==> config.mk <==
export PLATFORM = sky130hd
export DESIGN_NAME = spi_master_engine
export DESIGN_NICKNAME = d
export VERILOG_FILES = /design/src/rtl/spi_pkg.sv /design/src/rtl/sclk_divider.sv /design/src/rtl/spi_master_engine.sv
export SDC_FILE = /design/constraint.sdc
export NUM_CORES = 1
export LEC_CHECK = 0
export ABC_AREA = 1
export CAP_MARGIN = 20
export CORE_MARGIN = 10
export CORE_UTILIZATION = 25
export DETAILED_ROUTE_END_ITERATION = 10
export GPL_TIMING_DRIVEN = 0
export MAX_ROUTING_LAYER = met4
export SYNTH_ARGS = -nofsm -noshare
export SYNTH_HDL_FRONTEND = slang
export SYNTH_HIERARCHICAL = 1
export SYNTH_SLANG_ARGS = --single-unit
export TNS_END_PERCENT = 10
==> constraint.sdc <==
create_clock -name sys_clk -period 6 [get_ports sys_clk]
set_clock_uncertainty 0.05 [all_clocks]
set_input_delay 1.2 -clock sys_clk [delete_from_list [all_inputs] [get_ports sys_clk]]
set_output_delay 1.2 -clock sys_clk [all_outputs]
set_load 0.05 [all_outputs]
==> src/rtl/spi_pkg.sv <==
// Shared constants and FSM state encoding for the SPI initiator engine.
package spi_pkg;

  localparam int SPI_BUF_SIZE  = 9;
  localparam int SPI_CNT_WIDTH = $clog2(SPI_BUF_SIZE + 1);

  localparam logic SS_ACTIVE = 1'b1;
  localparam logic SCLK_IDLE = 1'b0;

  localparam int SPI_STATE_W = 3;

  typedef enum logic [SPI_STATE_W-1:0] {
    ST_IDLE    = 3'd0,
    ST_SETUP   = 3'd1,
    ST_PH_LOW  = 3'd2,
    ST_PH_HIGH = 3'd3,
    ST_TAIL    = 3'd4,
    ST_HOLD    = 3'd5
  } spi_state_e;

endpackage

==> src/rtl/sclk_divider.sv <==
// Half-period timer for the SPI initiator: phase_tick pulses on the last
// cycle of every CLK_DIV-cycle window while enable is held high.
module sclk_divider
  import spi_pkg::*;
#(
  parameter int CLK_DIV = 4
) (
  input  logic sys_clk,
  input  logic rst,
  input  logic enable,
  output logic phase_tick
);

  localparam int DIV_W = (CLK_DIV > 1) ? $clog2(CLK_DIV) : 1;
  localparam logic [DIV_W-1:0] LAST = DIV_W'(CLK_DIV - 1);

  logic [DIV_W-1:0] cnt_q;

  // Held at zero while disabled so every phase starts a full window.
  always_ff @(posedge sys_clk or negedge rst) begin
    if (!rst) begin
      cnt_q <= '0;
    end else if (!enable || cnt_q == LAST) begin
      cnt_q <= '0;
    end else begin
      cnt_q <= cnt_q + 1'b1;
    end
  end

  assign phase_tick = enable && (cnt_q == LAST);

endmodule

==> src/rtl/spi_master_engine.sv <==
// SPI initiator (SS active-high, SCLK idle low, sample on rise, shift on fall).
// Define SPI_MASTER_LSB_FIRST_EN for LSB-first transmit/receive order.
module spi_master_engine
  import spi_pkg::*;
#(
  parameter  int BUF_SIZE = SPI_BUF_SIZE,
  parameter  int CLK_DIV  = 4,
  parameter  int SS_SETUP = 2,
  localparam int CNT_W    = $clog2(BUF_SIZE + 1)
) (
  input  logic                sys_clk,
  input  logic                rst,
  input  logic                start,
  input  logic [BUF_SIZE-1:0] data_in,
  input  logic [CNT_W-1:0]    write_count,
  input  logic                end_frame,
  input  logic                miso_in,
  output logic                sclk_out,
  output logic                ss_out,
  output logic                mosi_out,
  output logic [BUF_SIZE-1:0] data_out,
  output logic                done_sig,
  output logic                busy
);

  localparam int SET_W = $clog2(SS_SETUP + 1);

  spi_state_e          state_q, state_d;
  logic [CNT_W-1:0]    cnt_q, bit_idx_q, req_cnt;
  logic [SET_W-1:0]    setup_cnt_q;
  logic [BUF_SIZE-1:0] tx_q, rx_q, tx_load, tx_shift, rx_cap;
  logic                ef_q, accept, phase_tick, div_en, setup_last;
  logic                rise, fall_more, load_head, next_head, ss_d, sclk_d;

  assign req_cnt    = (write_count > CNT_W'(BUF_SIZE)) ? CNT_W'(BUF_SIZE) : write_count;
  assign accept     = start && (state_q == ST_IDLE || state_q == ST_HOLD);
  assign div_en     = state_q inside {ST_PH_LOW, ST_PH_HIGH, ST_TAIL};
  assign setup_last = (setup_cnt_q == SET_W'(SS_SETUP - 1));
  assign rise       = (state_d == ST_PH_HIGH) && (state_q != ST_PH_HIGH);
  assign fall_more  = (state_q == ST_PH_HIGH) && (state_d == ST_PH_LOW);
  assign data_out   = rx_q;

`ifdef SPI_MASTER_LSB_FIRST_EN
  assign tx_load   = data_in;
  assign tx_shift  = tx_q >> 1;
  assign load_head = tx_load[0];
  assign next_head = tx_shift[0];
`else
  // Left-align the active bits so the first one to send sits at the MSB.
  assign tx_load   = data_in << (BUF_SIZE - int'(req_cnt));
  assign tx_shift  = tx_q << 1;
  assign load_head = tx_load[BUF_SIZE-1];
  assign next_head = tx_shift[BUF_SIZE-1];
`endif

  always_comb begin
    rx_cap = rx_q;
`ifdef SPI_MASTER_LSB_FIRST_EN
    rx_cap[bit_idx_q] = miso_in;
`else
    rx_cap = {rx_q[BUF_SIZE-2:0], miso_in};
`endif
  end

  sclk_divider #(
    .CLK_DIV(CLK_DIV)
  ) u_div (
    .sys_clk   (sys_clk),
    .rst       (rst),
    .enable    (div_en),
    .phase_tick(phase_tick)
  );

  always_ff @(posedge sys_clk or negedge rst) begin
    if (!rst) state_q <= ST_IDLE;
    else      state_q <= state_d;
  end

  always_comb begin
    state_d = state_q;
    case (state_q)
      ST_IDLE, ST_HOLD: begin
        if (start) begin
          if (req_cnt == '0)             state_d = end_frame ? ST_IDLE : ST_HOLD;
          else if (state_q == ST_IDLE)   state_d = ST_SETUP;
          else                           state_d = ST_PH_LOW;
        end
      end
      ST_SETUP:   if (setup_last) state_d = ST_PH_HIGH;
      ST_PH_HIGH: if (phase_tick) state_d = (bit_idx_q == cnt_q) ? ST_TAIL : ST_PH_LOW;
      ST_PH_LOW:  if (phase_tick) state_d = ST_PH_HIGH;
      ST_TAIL:    if (phase_tick) state_d = ef_q ? ST_IDLE : ST_HOLD;
      default:    state_d = ST_IDLE;
    endcase
  end

  // Bus pins are decoded from the next state and registered, so they change
  // on the same edge as the state and never glitch.
  always_comb begin
    ss_d   = (state_d == ST_IDLE)    ? ~SS_ACTIVE : SS_ACTIVE;
    sclk_d = (state_d == ST_PH_HIGH) ? ~SCLK_IDLE : SCLK_IDLE;
  end

  always_ff @(posedge sys_clk or negedge rst) begin
    if (!rst) begin
      ss_out      <= ~SS_ACTIVE;
      sclk_out    <= SCLK_IDLE;
      mosi_out    <= 1'b0;
      tx_q        <= '0;
      rx_q        <= '0;
      cnt_q       <= '0;
      bit_idx_q   <= '0;
      setup_cnt_q <= '0;
      ef_q        <= 1'b0;
      done_sig    <= 1'b0;
      busy        <= 1'b0;
    end else begin
      ss_out      <= ss_d;
      sclk_out    <= sclk_d;
      setup_cnt_q <= (state_q == ST_SETUP) ? setup_cnt_q + 1'b1 : '0;
      if (accept) begin
        cnt_q     <= req_cnt;
        ef_q      <= end_frame;
        bit_idx_q <= '0;
        rx_q      <= '0;
        tx_q      <= tx_load;
        done_sig  <= (req_cnt == '0);
        busy      <= (req_cnt != '0);
        if (req_cnt != '0) mosi_out <= load_head;
      end
      if (rise) begin
        rx_q      <= rx_cap;
        bit_idx_q <= bit_idx_q + 1'b1;
      end
      if (fall_more) begin
        tx_q     <= tx_shift;
        mosi_out <= next_head;
      end
      if (state_q == ST_TAIL && phase_tick) begin
        done_sig <= 1'b1;
        busy     <= 1'b0;
      end
      if (state_d == ST_IDLE) mosi_out <= 1'b0;
    end
  end

endmodule

# ---- Yosys cells after proc, flatten, opt, wreduce, memory -nomap -nowiden
# Cells that the tools add are included.
dict set report totals {
  in_bits 18
  word_cells 80
  reg_bits 38
  out_inout_bits 14
}
dict set report op_classes {
  magnitude_cmp 1
  eq_ne 11
  shifts 1
  addsub 4
  n_mux 30
  reduce_logical 20
}
# operator n
set ops {}
lappend ops {{$shl A9 B32 Y9} 1}
lappend ops {{$mux W3} 9}
lappend ops {{$mux W9} 2}
lappend ops {{$mux W8} 2}
lappend ops {{$pmux W3 S5} 1}
lappend ops {{$eq A3 B2 Y1 const B} 4}
lappend ops {{$mux W4} 3}
lappend ops {{$mux W1} 10}
lappend ops {{$reduce_bool A3 Y1} 3}
lappend ops {{$eq A3 B3 Y1 const B} 2}
lappend ops {{$logic_not A3 Y1} 2}
lappend ops {{$mux W2} 3}
lappend ops {{$reduce_bool A2 Y1} 3}
lappend ops {{$logic_and A1 B1 Y1} 5}
lappend ops {{$sub A4 B4 Y5 const A} 1}
lappend ops {{$add A2 B1 Y2 const B} 2}
lappend ops {{$add A4 B1 Y4 const B} 1}
lappend ops {{$eq A4 B4 Y1} 1}
lappend ops {{$gt A4 B4 Y1 const B} 1}
lappend ops {{$logic_not A4 Y1} 1}
lappend ops {{$reduce_bool A4 Y1} 1}
lappend ops {{$eq A3 B1 Y1 const B} 1}
lappend ops {{$ne A3 B2 Y1 const B} 1}
lappend ops {{$eq A2 B1 Y1 const B} 1}
lappend ops {{5 further kinds} 6}

# ---- Logic depth before layout (Yosys ltp)
# Gate-level depths: netlist (run 1).
dict set report logic_depth {
  ltp_word 10
  ltp_mapped 16
  depth_no_buf 15
}

# ---- Cells and area by module
# The synthesis (run 1) kept the hierarchy.
# module seq_area_each_um2 instances area_each_um2 cells_per_inst
set by_module_without_submodules {}
lappend by_module_without_submodules {spi_master_engine 900.9 1 2147.1 286}
lappend by_module_without_submodules {sclk_divider 50.0 1 88.8 10}

# ---- Worst setup path before layout (run 1)
# OpenSTA, ideal clock, no wires.
dict set report synth_path {
  kind {in2reg}
  from {in write_count[3]}
  to {reg tx_q[0]}
  cell_stages 10
  required_ns 5.831
  t_arrival_ns 2.346
  slack_ns 3.485
  setup_ns 0.119
  path_buffers 1
  path_cell_list {inv_1 > nand2_1 > buf_2 > ha_1 > xor2_1 > nor2_4 > inv_1 > nor2_1 > a31oi_1 > inv_1}
}
dict set report synth_via {
  elab_chain_cells 9
  word_cells_on_any_way 13
  cone_classes {add/sub (1); order compare (1); eq/ne (1); shift (1); mux (6); reduce/logical (3)}
}
# element line
set synth_lines {}
lappend synth_lines {{start, declared} spi_master_engine.sv:15} ;# input logic [CNT_W-1:0] write_count,
lappend synth_lines {{$gt A4 B4 Y1} spi_master_engine.sv:35} ;# assign req_cnt = (write_count > CNT_W'(BUF_SIZE)) ? CNT_W'(BUF_SIZE) : write_count;
lappend synth_lines {{$mux W4 (*)} spi_master_engine.sv:35}
lappend synth_lines {{branches (longest 7 deep; another with $sub A4 B4 Y5)} --}
lappend synth_lines {{end signal, assigned} spi_master_engine.sv:126} ;# tx_q <= tx_load;
lappend synth_lines {{end signal, assigned} spi_master_engine.sv:136} ;# tx_q <= tx_shift;
lappend synth_lines {{end, declared} spi_master_engine.sv:31} ;# logic [BUF_SIZE-1:0] tx_q, rx_q, tx_load, tx_shift, rx_cap;
# Every way passes the cells marked *. The select of a mux whose other input is x is not followed.
# A chain may end at the register's enable or synchronous reset.

# ---- Final worst setup path (run 1)
dict set report layout_path {
  from {in write_count[3]}
  to {reg tx_q[1]}
}
# The elaborated chain is that of the path after synthesis.

==> impl_metrics.sql, run 1 <==
INSERT INTO impl_metrics (metric_group, metric, value, unit) VALUES
('cts', 'clock_tree.buffer_depth', '2', ''),
('status', 'outcome', 'completed', ''),
('floorplanning', 'floorplan.initialDensity', '0.256', ''),
('placed_design', 'gp_congestion', '0.880', ''),
('synthesis', 'synthesis.instances', '296', ''),
('synthesis', 'synth-seq-area-share', '0.425', ''),
('setup_path', 'worst-setup-path-type', 'in2reg', ''),
('synthesis', 'syn_area_per_cell', '7.55', 'µm²'),
('setup_path', 'critPathLaunchType', 'input pin', ''),
('synthesis', 'synth_cell_types', '29', ''),
('routing', 'finalWirelength', '4910', 'µm'),
('setup_path', 'path_delay_family', 'buffers and inverters', ''),
('cts', 'cts_hold_repair.buffers', '0', ''),
('routing', 'drt_pass1_iterations', '4', ''),
('global_routing', 'pin_count_of_the_biggest_net_entering_global_routing', '39', ''),
('setup_path', 'buffers_and_inverters_on_the_worst_path', '4', ''),
('routing', 'drcViolationCount', '0', ''),
('finish', 'layout_commonest_cell', 'sky130_fd_sc_hd__nand2_1', ''),
('floorplanning', 'coreArea', '8720', 'µm²'),
('power', 'share_seq_of_total_power', '0.332', ''),
('synthesis', 'synth_nets', '318', ''),
('floorplanning', 'fp.dieArea', '13100', 'µm²'),
('placed_design', 'post-place-cells', '435', ''),
('routing', 'route.detailed.wl_per_inst', '11.1', 'µm'),
('power', 'power_switching', '0.000608', 'W'),
('floorplanning', 'fp-row-count', '34', ''),
('finish', 'final_cell_count_no_fill', '443', ''),
('routing', 'drt-vias-per-instance', '4.35', ''),
('cts', 'root_buffer', 'sky130_fd_sc_hd__clkbuf_8', ''),
('global_routing', 'grt-ovfl-total', '0', ''),
('cts', 'post_cts.repair.setup_buffers', '0', ''),
('setup_path', 'setup.reg_to_reg.worst_slack', '3.77', 'ns'),
('timing', 'rsz0062_at_grt', 'false', ''),
('timing', 'post-route-min-period', '3.09', 'ns'),
('routing', 'drt-initial-drc-count', '101', ''),
('floorplanning', 'design.portCount', '32', ''),
('power', 'power_report.internal_total', '0.000713', 'W'),
('synthesis', 'synthesis.area', '2240', 'µm²'),
('timing', 'slew-limit-headroom', '0.408', ''),
('cts', 'path_clk_slew', '0.07', 'ns'),
('cts', 'cts_tree', 'done', ''),
('setup_path', 'worst_ep_required_time', '6.12', 'ns'),
('setup_path', 'path_cells', 'clkdlybuf4s50_1, inv_1, nand2_1, buf_2, ha_1, xor2_1, nor2_4, inv_1, nor2_1, nand3_1, nand3_1', ''),
('floorplanning', 'chipWidth', '115', 'µm'),
('power', 'vdd.ir_drop.worst', '0.000113', 'V'),
('power', 'p_leak', '1.41', 'nW'),
('run', 'max-cap-violations', '0', ''),
('power', 'power.clock.fraction', '0.139', ''),
('timing', 'final-hold-violation-count', '0', ''),
('global_routing', 'groute.usage.overall', '0.0841', ''),
('cts', 'clkLatencyLatePin', '0.29', 'ns'),
('finish', 'insertedDiodeCount', '0', ''),
('setup_path', 'worstPathMaxFanout', '10', ''),
('global_routing', 'first_pass_grt_wire_length', '8980', 'µm'),
('routing', 'drtAntennaViolNets', '0', ''),
('global_routing', 'antenna_found_initial', '0', ''),
('synthesis', 'yosys_warnings', '6', ''),
('routing', 'overall_via_count_from_detail_route', '1926', ''),
('hold_path', 'hp-class', 'reg2reg', ''),
('power', 'power.share.combinational', '0.530', ''),
('cts', 'cts-htree-levels', '2', ''),
('finish', 'layout.cells.most_common_list', 'sky130_fd_sc_hd__nand2_1 (97), sky130_fd_sc_hd__dfrtp_1 (38), sky130_fd_sc_hd__nand3_1 (37), sky130_fd_sc_hd__inv_1 (32), sky130_fd_sc_hd__clkdlybuf4s50_1 (30)', ''),
('timing', 'finalSetupViolCount', '0', ''),
('timing', 'post-route-period-util', '0.516', ''),
('timing', 'fmaxAchievable', '0.323', 'GHz'),
('timing', 'tightestPinTransition', '0.888', 'ns'),
('timing', 'finalMaxSlewViolations', '0', ''),
('synthesis', 'ys_seq_elements', '38', ''),
('finish', 'area_growth', '23.8', '%'),
('setup_path', 'worst-endpoint-arrival', '3.22', 'ns'),
('finish', 'layout.nets', '356', '');
logic make-up (layout without fill, tap and decap cells):
family | count (synthesis) | in the layout | share of synthesized area
flip-flops | 38 | 38 | 0.425
adder cells (fa/ha/maj) | 4 | 4 | 0.0224
buffers and inverters | 40 | 79 | 0.0856
AO/OA/AOI/OAI | 24 | 24 | 0.0632
AND/OR/NAND/NOR | 185 | 185 | 0.384
XOR/XNOR | 5 | 5 | 0.0196
layer usage:
| layer | part of all wire | global-route usage |
|---|---|---|
| met1 | 0.51 | 0.111 |
| met2 | 0.44 | 0.121 |
| met3 | 0.040 | 0.0183 |
| met4 | 0.017 | 0.0351 |
| met5 | 0 | - |
power by group through the flow:
stage | registers, W | logic (W) | clock network (W)
after floorplan | 0.000557 | 0.000411 | 0
after global placement | 0.000441 | 0.000698 | 0
after detailed placement | 0.000444 | 0.000713 | 0
after CTS | 0.000440 | 0.000714 | 0.000191
after global routing | 0.000454 | 0.000789 | 0.000200
final | 0.000439 | 0.000700 | 0.000183
worst reg2reg max path: stages, from the launching register on:
cell and delay, ns:
sky130_fd_sc_hd__dfrtp_1 0.45, sky130_fd_sc_hd__nor2_2 0.16, sky130_fd_sc_hd__nand2_1 0.10, sky130_fd_sc_hd__o21ai_0 0.12
sky130_fd_sc_hd__nand2_1 0.08, sky130_fd_sc_hd__inv_1 0.16, sky130_fd_sc_hd__o21ai_0 0.12, sky130_fd_sc_hd__nor2_1 0.14
sky130_fd_sc_hd__nand2_1 0.07, sky130_fd_sc_hd__nand2_1 0.11, sky130_fd_sc_hd__inv_1 0.07, sky130_fd_sc_hd__nand3_1 0.14
sky130_fd_sc_hd__nand2_1 0.07, sky130_fd_sc_hd__inv_1 0.16, sky130_fd_sc_hd__nand2_1 0.09, sky130_fd_sc_hd__nand3_1 0.08
cells in the mapped netlist:
cell | number | area, µm²
sky130_fd_sc_hd__nand4_1 | 2 | 12.5
sky130_fd_sc_hd__xnor2_1 | 1 | 8.76
sky130_fd_sc_hd__nand2_4 | 2 | 22.5
sky130_fd_sc_hd__nand3_4 | 1 | 17.5
sky130_fd_sc_hd__inv_4 | 1 | 6.26
sky130_fd_sc_hd__nor2_1 | 16 | 60.1
sky130_fd_sc_hd__nand3_1 | 37 | 185
sky130_fd_sc_hd__nand2_1 | 97 | 364
sky130_fd_sc_hd__a21boi_0 | 1 | 7.51
sky130_fd_sc_hd__inv_2 | 2 | 7.51
sky130_fd_sc_hd__o21ai_0 | 10 | 50.1
sky130_fd_sc_hd__ha_1 | 4 | 50.1
sky130_fd_sc_hd__o21ai_1 | 2 | 10.0
sky130_fd_sc_hd__a31oi_1 | 2 | 12.5
sky130_fd_sc_hd__buf_12 | 1 | 20.0
sky130_fd_sc_hd__o21ai_4 | 1 | 16.3
sky130_fd_sc_hd__dfrtp_1 | 38 | 951
sky130_fd_sc_hd__buf_2 | 1 | 5.00
sky130_fd_sc_hd__nand2_2 | 23 | 144
sky130_fd_sc_hd__clkbuf_8 | 1 | 13.8
sky130_fd_sc_hd__o211ai_1 | 2 | 15.0
sky130_fd_sc_hd__nand3_2 | 1 | 10.0
sky130_fd_sc_hd__buf_6 | 1 | 11.3
sky130_fd_sc_hd__a21oi_1 | 6 | 30.0
sky130_fd_sc_hd__inv_1 | 32 | 120
sky130_fd_sc_hd__buf_4 | 1 | 7.51
sky130_fd_sc_hd__xor2_1 | 4 | 35.0
sky130_fd_sc_hd__nor2_2 | 5 | 31.3
sky130_fd_sc_hd__nor2_4 | 1 | 11.3
area by class of cell:
| cell class | instances | area, µm² |
|---|---|---|
| timing repair buffer | 31 | 305 |
| clock inverter | 1 | 5.00 |
| buffer | 5 | 57.6 |
| tap | 108 | 135 |
| sequential | 38 | 951 |
| inverter | 35 | 134 |
| multi-input combinational | 218 | 1090 |
| clock buffer | 7 | 86.3 |
| fill | 913 | 5950 |
flip-flops by register name, indices dropped and copies added (netlist names):
signal and cells:
sclk_out 1, data_out 9, mosi_out 1, cnt_q 4, bit_idx_q 4, tx_q 8
ef_q 1, ss_out 1, busy 1, u_div/cnt_q 2, state_q 3, done_sig 1
setup_cnt_q 2
stage by stage:
stage               hold WS [ns]  power [W]   util  setup WS (ns)  instance area, µm²
CTS                        0.389    0.00134  0.317           2.89                2770
floorplan                  0.358   0.000968      -           3.48                2240
detailed placement         0.379    0.00116  0.307           2.58                2680
finish                     0.383    0.00132  0.317           2.91                2770
global placement           0.370    0.00114  0.307           2.63                2680
global route               0.408    0.00144  0.317           2.75                2770
path summary, 6_finish.rpt:
path | cells past startpoint | to | startpoint
max | 11 | tx_q[1]$_DFFE_PN0P_ | write_count[3]
min | 1 | u_div/cnt_q[0]$_DFF_PN0_ | u_div/cnt_q[0]$_DFF_PN0_
max reg2reg | 15 | tx_q[1]$_DFFE_PN0P_ | state_q[0]$_DFF_PN0_
min reg2reg | 1 | u_div/cnt_q[0]$_DFF_PN0_ | u_div/cnt_q[0]$_DFF_PN0_
max in group asynchronous | 1 | u_div/cnt_q[0]$_DFF_PN0_ | rst
min in group asynchronous | 1 | data_out[8]$_DFFE_PN0P_ | rst
Power figures use the tool's default switching activity.
==> run 2: changes to the inputs <==
- clock period: 6 -> 3.07 ns (I/O delays scaled with it)
==> results of run 2 <==
Same layout as run 1 (identical final DEF). Status: completed.
Among the figures that moved: setup slack after placement 2.58 ns -> 0.237 ns; setup slack after layout 2.91 ns -> 0.561 ns; register-to-register setup slack 3.77 ns -> 0.84 ns; total power 0.00132 W -> 0.00258 W; worst IR drop on VDD 0.000113 V -> 0.000221 V
==> run 3: changes to the inputs <==
- clock period: 3.07 -> 2.2 ns (I/O delays scaled with it)
==> impl_metrics.sql, run 3 (synthesis results as in run 1) <==
INSERT INTO impl_metrics (metric_group, metric, value, unit) VALUES
('routing', 'drt_pass1_iterations', '4', ''),
('setup_path', 'buffers_and_inverters_on_the_worst_path', '3', ''),
('floorplanning', 'fp-row-count', '34', ''),
('timing', 'finalWorstSetupSlack', '0.196', 'ns'),
('power', 'vdd.ir_drop.worst', '0.000309', 'V'),
('finish', 'layout.nets', '356', ''),
('cts', 'tritoncts_num_sinks', '38', ''),
('routing', 'drt-vias-per-instance', '4.42', ''),
('power', 'p_sw_frac', '0.463', ''),
('routing', 'drtAntennaViolNets', '0', ''),
('timing', 'tightestPinTransition', '0.890', 'ns'),
('setup_path', 'worst-endpoint-arrival', '2.14', 'ns'),
('routing', 'overall_via_count_from_detail_route', '1960', ''),
('setup_path', 'ff2ff_path_depth', '15', ''),
('timing', 'setup_total_negative_slack', '0', 'ns'),
('finish', 'layout.cells.most_common_list', 'sky130_fd_sc_hd__nand2_1 (95), sky130_fd_sc_hd__dfrtp_1 (37), sky130_fd_sc_hd__nand3_1 (36), sky130_fd_sc_hd__inv_1 (29), sky130_fd_sc_hd__clkdlybuf4s50_1 (28)', ''),
('timing', 'fmaxAchievable', '0.499', 'GHz'),
('timing', 'post-route-min-period', '2.00', 'ns'),
('placed_design', 'dp_hpwl', '3820', 'µm'),
('timing', 'finalHoldWorstSlack', '0.215', 'ns'),
('floorplanning', 'floorplan.initialDensity', '0.256', ''),
('cts', 'root_buffer', 'sky130_fd_sc_hd__clkbuf_8', ''),
('setup_path', 'worst-setup-path-type', 'reg2reg', ''),
('finish', 'layout_commonest_cell', 'sky130_fd_sc_hd__nand2_1', ''),
('hold_path', 'hp-class', 'in2async', ''),
('timing', 'finalMaxSlewViolations', '0', ''),
('setup_path', 'worstPathMaxFanout', '10', ''),
('cts', 'clkLatencyLatePin', '0.29', 'ns'),
('setup_path', 'path_delay_family', 'simple AND/OR/NAND/NOR gates', ''),
('power', 'power.share.combinational', '0.532', ''),
('global_routing', 'number_of_global_route_vias_before_repair', '1946', ''),
('routing', 'route.detailed.wl_per_inst', '11.2', 'µm'),
('setup_path', 'dominant_cell_type_by_count_on_the_critical_path', 'sky130_fd_sc_hd__nand2_2', ''),
('power', 'power_report.internal_total', '0.00196', 'W'),
('cts', 'cts_hold_repair.buffers', '0', ''),
('setup_path', 'cp_slowest_stage_delay', '0.47', 'ns'),
('timing', 'final-hold-violation-count', '0', ''),
('cts', 'cts-htree-levels', '2', ''),
('setup_path', 'setup.reg_to_reg.worst_slack', '0.20', 'ns'),
('timing', 'slew-limit-headroom', '0.407', ''),
('floorplanning', 'chipWidth', '115', 'µm'),
('finish', 'area_growth', '24.9', '%'),
('setup_path', 'cp_slowest_cell', 'sky130_fd_sc_hd__dfrtp_1', ''),
('power', 'share_seq_of_total_power', '0.331', ''),
('global_routing', 'antenna_found_initial', '0', ''),
('setup_path', 'setup.worst_path.end_class', 'flop', ''),
('routing', 'finalWirelength', '4980', 'µm'),
('run', 'max-cap-violations', '0', ''),
('floorplanning', 'floorplan.die.height', '115', 'µm'),
('setup_path', 'crit-reg2reg-launch', 'state_q[1]$_DFF_PN0_', ''),
('floorplanning', 'design.portCount', '32', ''),
('power', 'power_switching', '0.00169', 'W'),
('routing', 'drt-initial-drc-count', '97', ''),
('cts', 'path_clk_slew', '0.08', 'ns'),
('global_routing', 'pin_count_of_the_biggest_net_entering_global_routing', '39', ''),
('timing', 'post-route-period-util', '0.911', ''),
('setup_path', 'worst_ep_required_time', '2.34', 'ns'),
('power', 'design_power_total', '0.00365', 'W'),
('routing', 'drcViolationCount', '0', ''),
('placed_design', 'preCtsSetupSlack', '-0.459', 'ns'),
('floorplanning', 'coreArea', '8720', 'µm²'),
('finish', 'final_layout_size_suffix_gt1_frac', '0.179', ''),
('cts', 'cts_buffers', '5', ''),
('power', 'power.clock.fraction', '0.137', ''),
('setup_path', 'crit-reg2reg-capture', 'bit_idx_q[1]$_DFFE_PN0P_', ''),
('power', 'p_leak', '1.42', 'nW'),
('global_routing', 'first_pass_grt_wire_length', '8980', 'µm'),
('status', 'outcome', 'completed', ''),
('finish', 'insertedDiodeCount', '0', ''),
('setup_path', 'path_cells', 'nor2_4, nand2_2, o21ai_2, nand2_1, inv_2, nor2_1, o21ai_1, nor2_2, nand2_2, nand3_4, nand2_4, inv_4, buf_12, nand2_2, nand2_2', ''),
('power', 'power-per-cell-area', '1310', 'nW/µm²'),
('global_routing', 'groute.usage.overall', '0.0841', ''),
('placed_design', 'numPortBuffers', '31', ''),
('setup_path', 'critPathLaunchType', 'flop', ''),
('cts', 'cts_tree', 'done', ''),
('cts', 'clock_tree.buffer_depth', '2', ''),
('floorplanning', 'fp.dieArea', '13100', 'µm²'),
('timing', 'finalSetupViolCount', '0', ''),
('placed_design', 'gp_congestion', '0.880', ''),
('global_routing', 'grt-ovfl-total', '0', ''),
('finish', 'largest_register_ffs', '9', '');
run 3: cell count changes in the layout (fill, tap and decap cells not counted), sizes merged:
cell           previous run  this run
clkbuf                    8         9
clkdlybuf4s50            30        28
dlymetal6s2s              0         1
run 3: area by class of cell:
cell class	count	area, µm²
tap	108	135
fill	913	5930
buffer	5	57.6
multi-input combinational	218	1120
inverter	35	134
clock buffer	7	86.3
sequential	38	952
timing repair buffer	31	303
clock inverter	1	5.00
run 3: through the flow:
step,instance area (µm²),std cells,util
floorplan,2240,296,-
global route,2790,443,0.320
CTS,2770,443,0.318
detailed placement,2680,435,0.307
finish,2790,443,0.320
global placement,2680,435,0.307
run 3: metal layers:
metal | global-route usage | part of all wire | wire [µm]
met1 | 0.111 | 0.49 | 2460
met2 | 0.121 | 0.44 | 2190
met3 | 0.0183 | 0.045 | 224
met4 | 0.0351 | 0.020 | 102
met5 | - | 0 | 0
run 3: worst register-to-register path: cells and delay by family, from the launching register on:
kind	cells	cell delay, ns
compound gates	2	0.24
buf+inv	3	0.28
flops	1	0.47
simple gates	10	0.89
run 3: what timing repair did:
| action | 4_1_cts | 5_1_grt |
|---|---|---|
| pin swaps | 0 | 1 |
| gates resized for setup | 3 | 12 |
| buffers inserted | 0 | 0 |
| setup endpoints to repair | 9 | 22 |
run 3: worst max-delay path by stage:
stage | startpoint | end | slack, ns | cells past startpoint
after CTS | write_count[1] | tx_q[1]$_DFFE_PN0P_ | 0.01 | 10
after global routing | state_q[1]$_DFF_PN0_ | tx_q[7]$_DFFE_PN0P_ | -0.03 | 15
after detailed placement | write_count[3] | tx_q[2]$_DFFE_PN0P_ | -0.46 | 11
after global placement | write_count[3] | tx_q[0]$_DFFE_PN0P_ | -0.41 | 11
after floorplan | state_q[0]$_DFF_PN0_ | data_out[2]$_DFFE_PN0P_ | 0.29 | 15
final | state_q[1]$_DFF_PN0_ | bit_idx_q[1]$_DFFE_PN0P_ | 0.20 | 15
run 3: power groups by stage:
stage               Combinational [W]  Clock, W  Sequential [W]
global placement              0.00190         0         0.00120
CTS                           0.00195  0.000521         0.00120
finish                        0.00194  0.000499         0.00121
floorplan                     0.00112         0         0.00152
global route                  0.00218  0.000545         0.00125
detailed placement            0.00195         0         0.00121
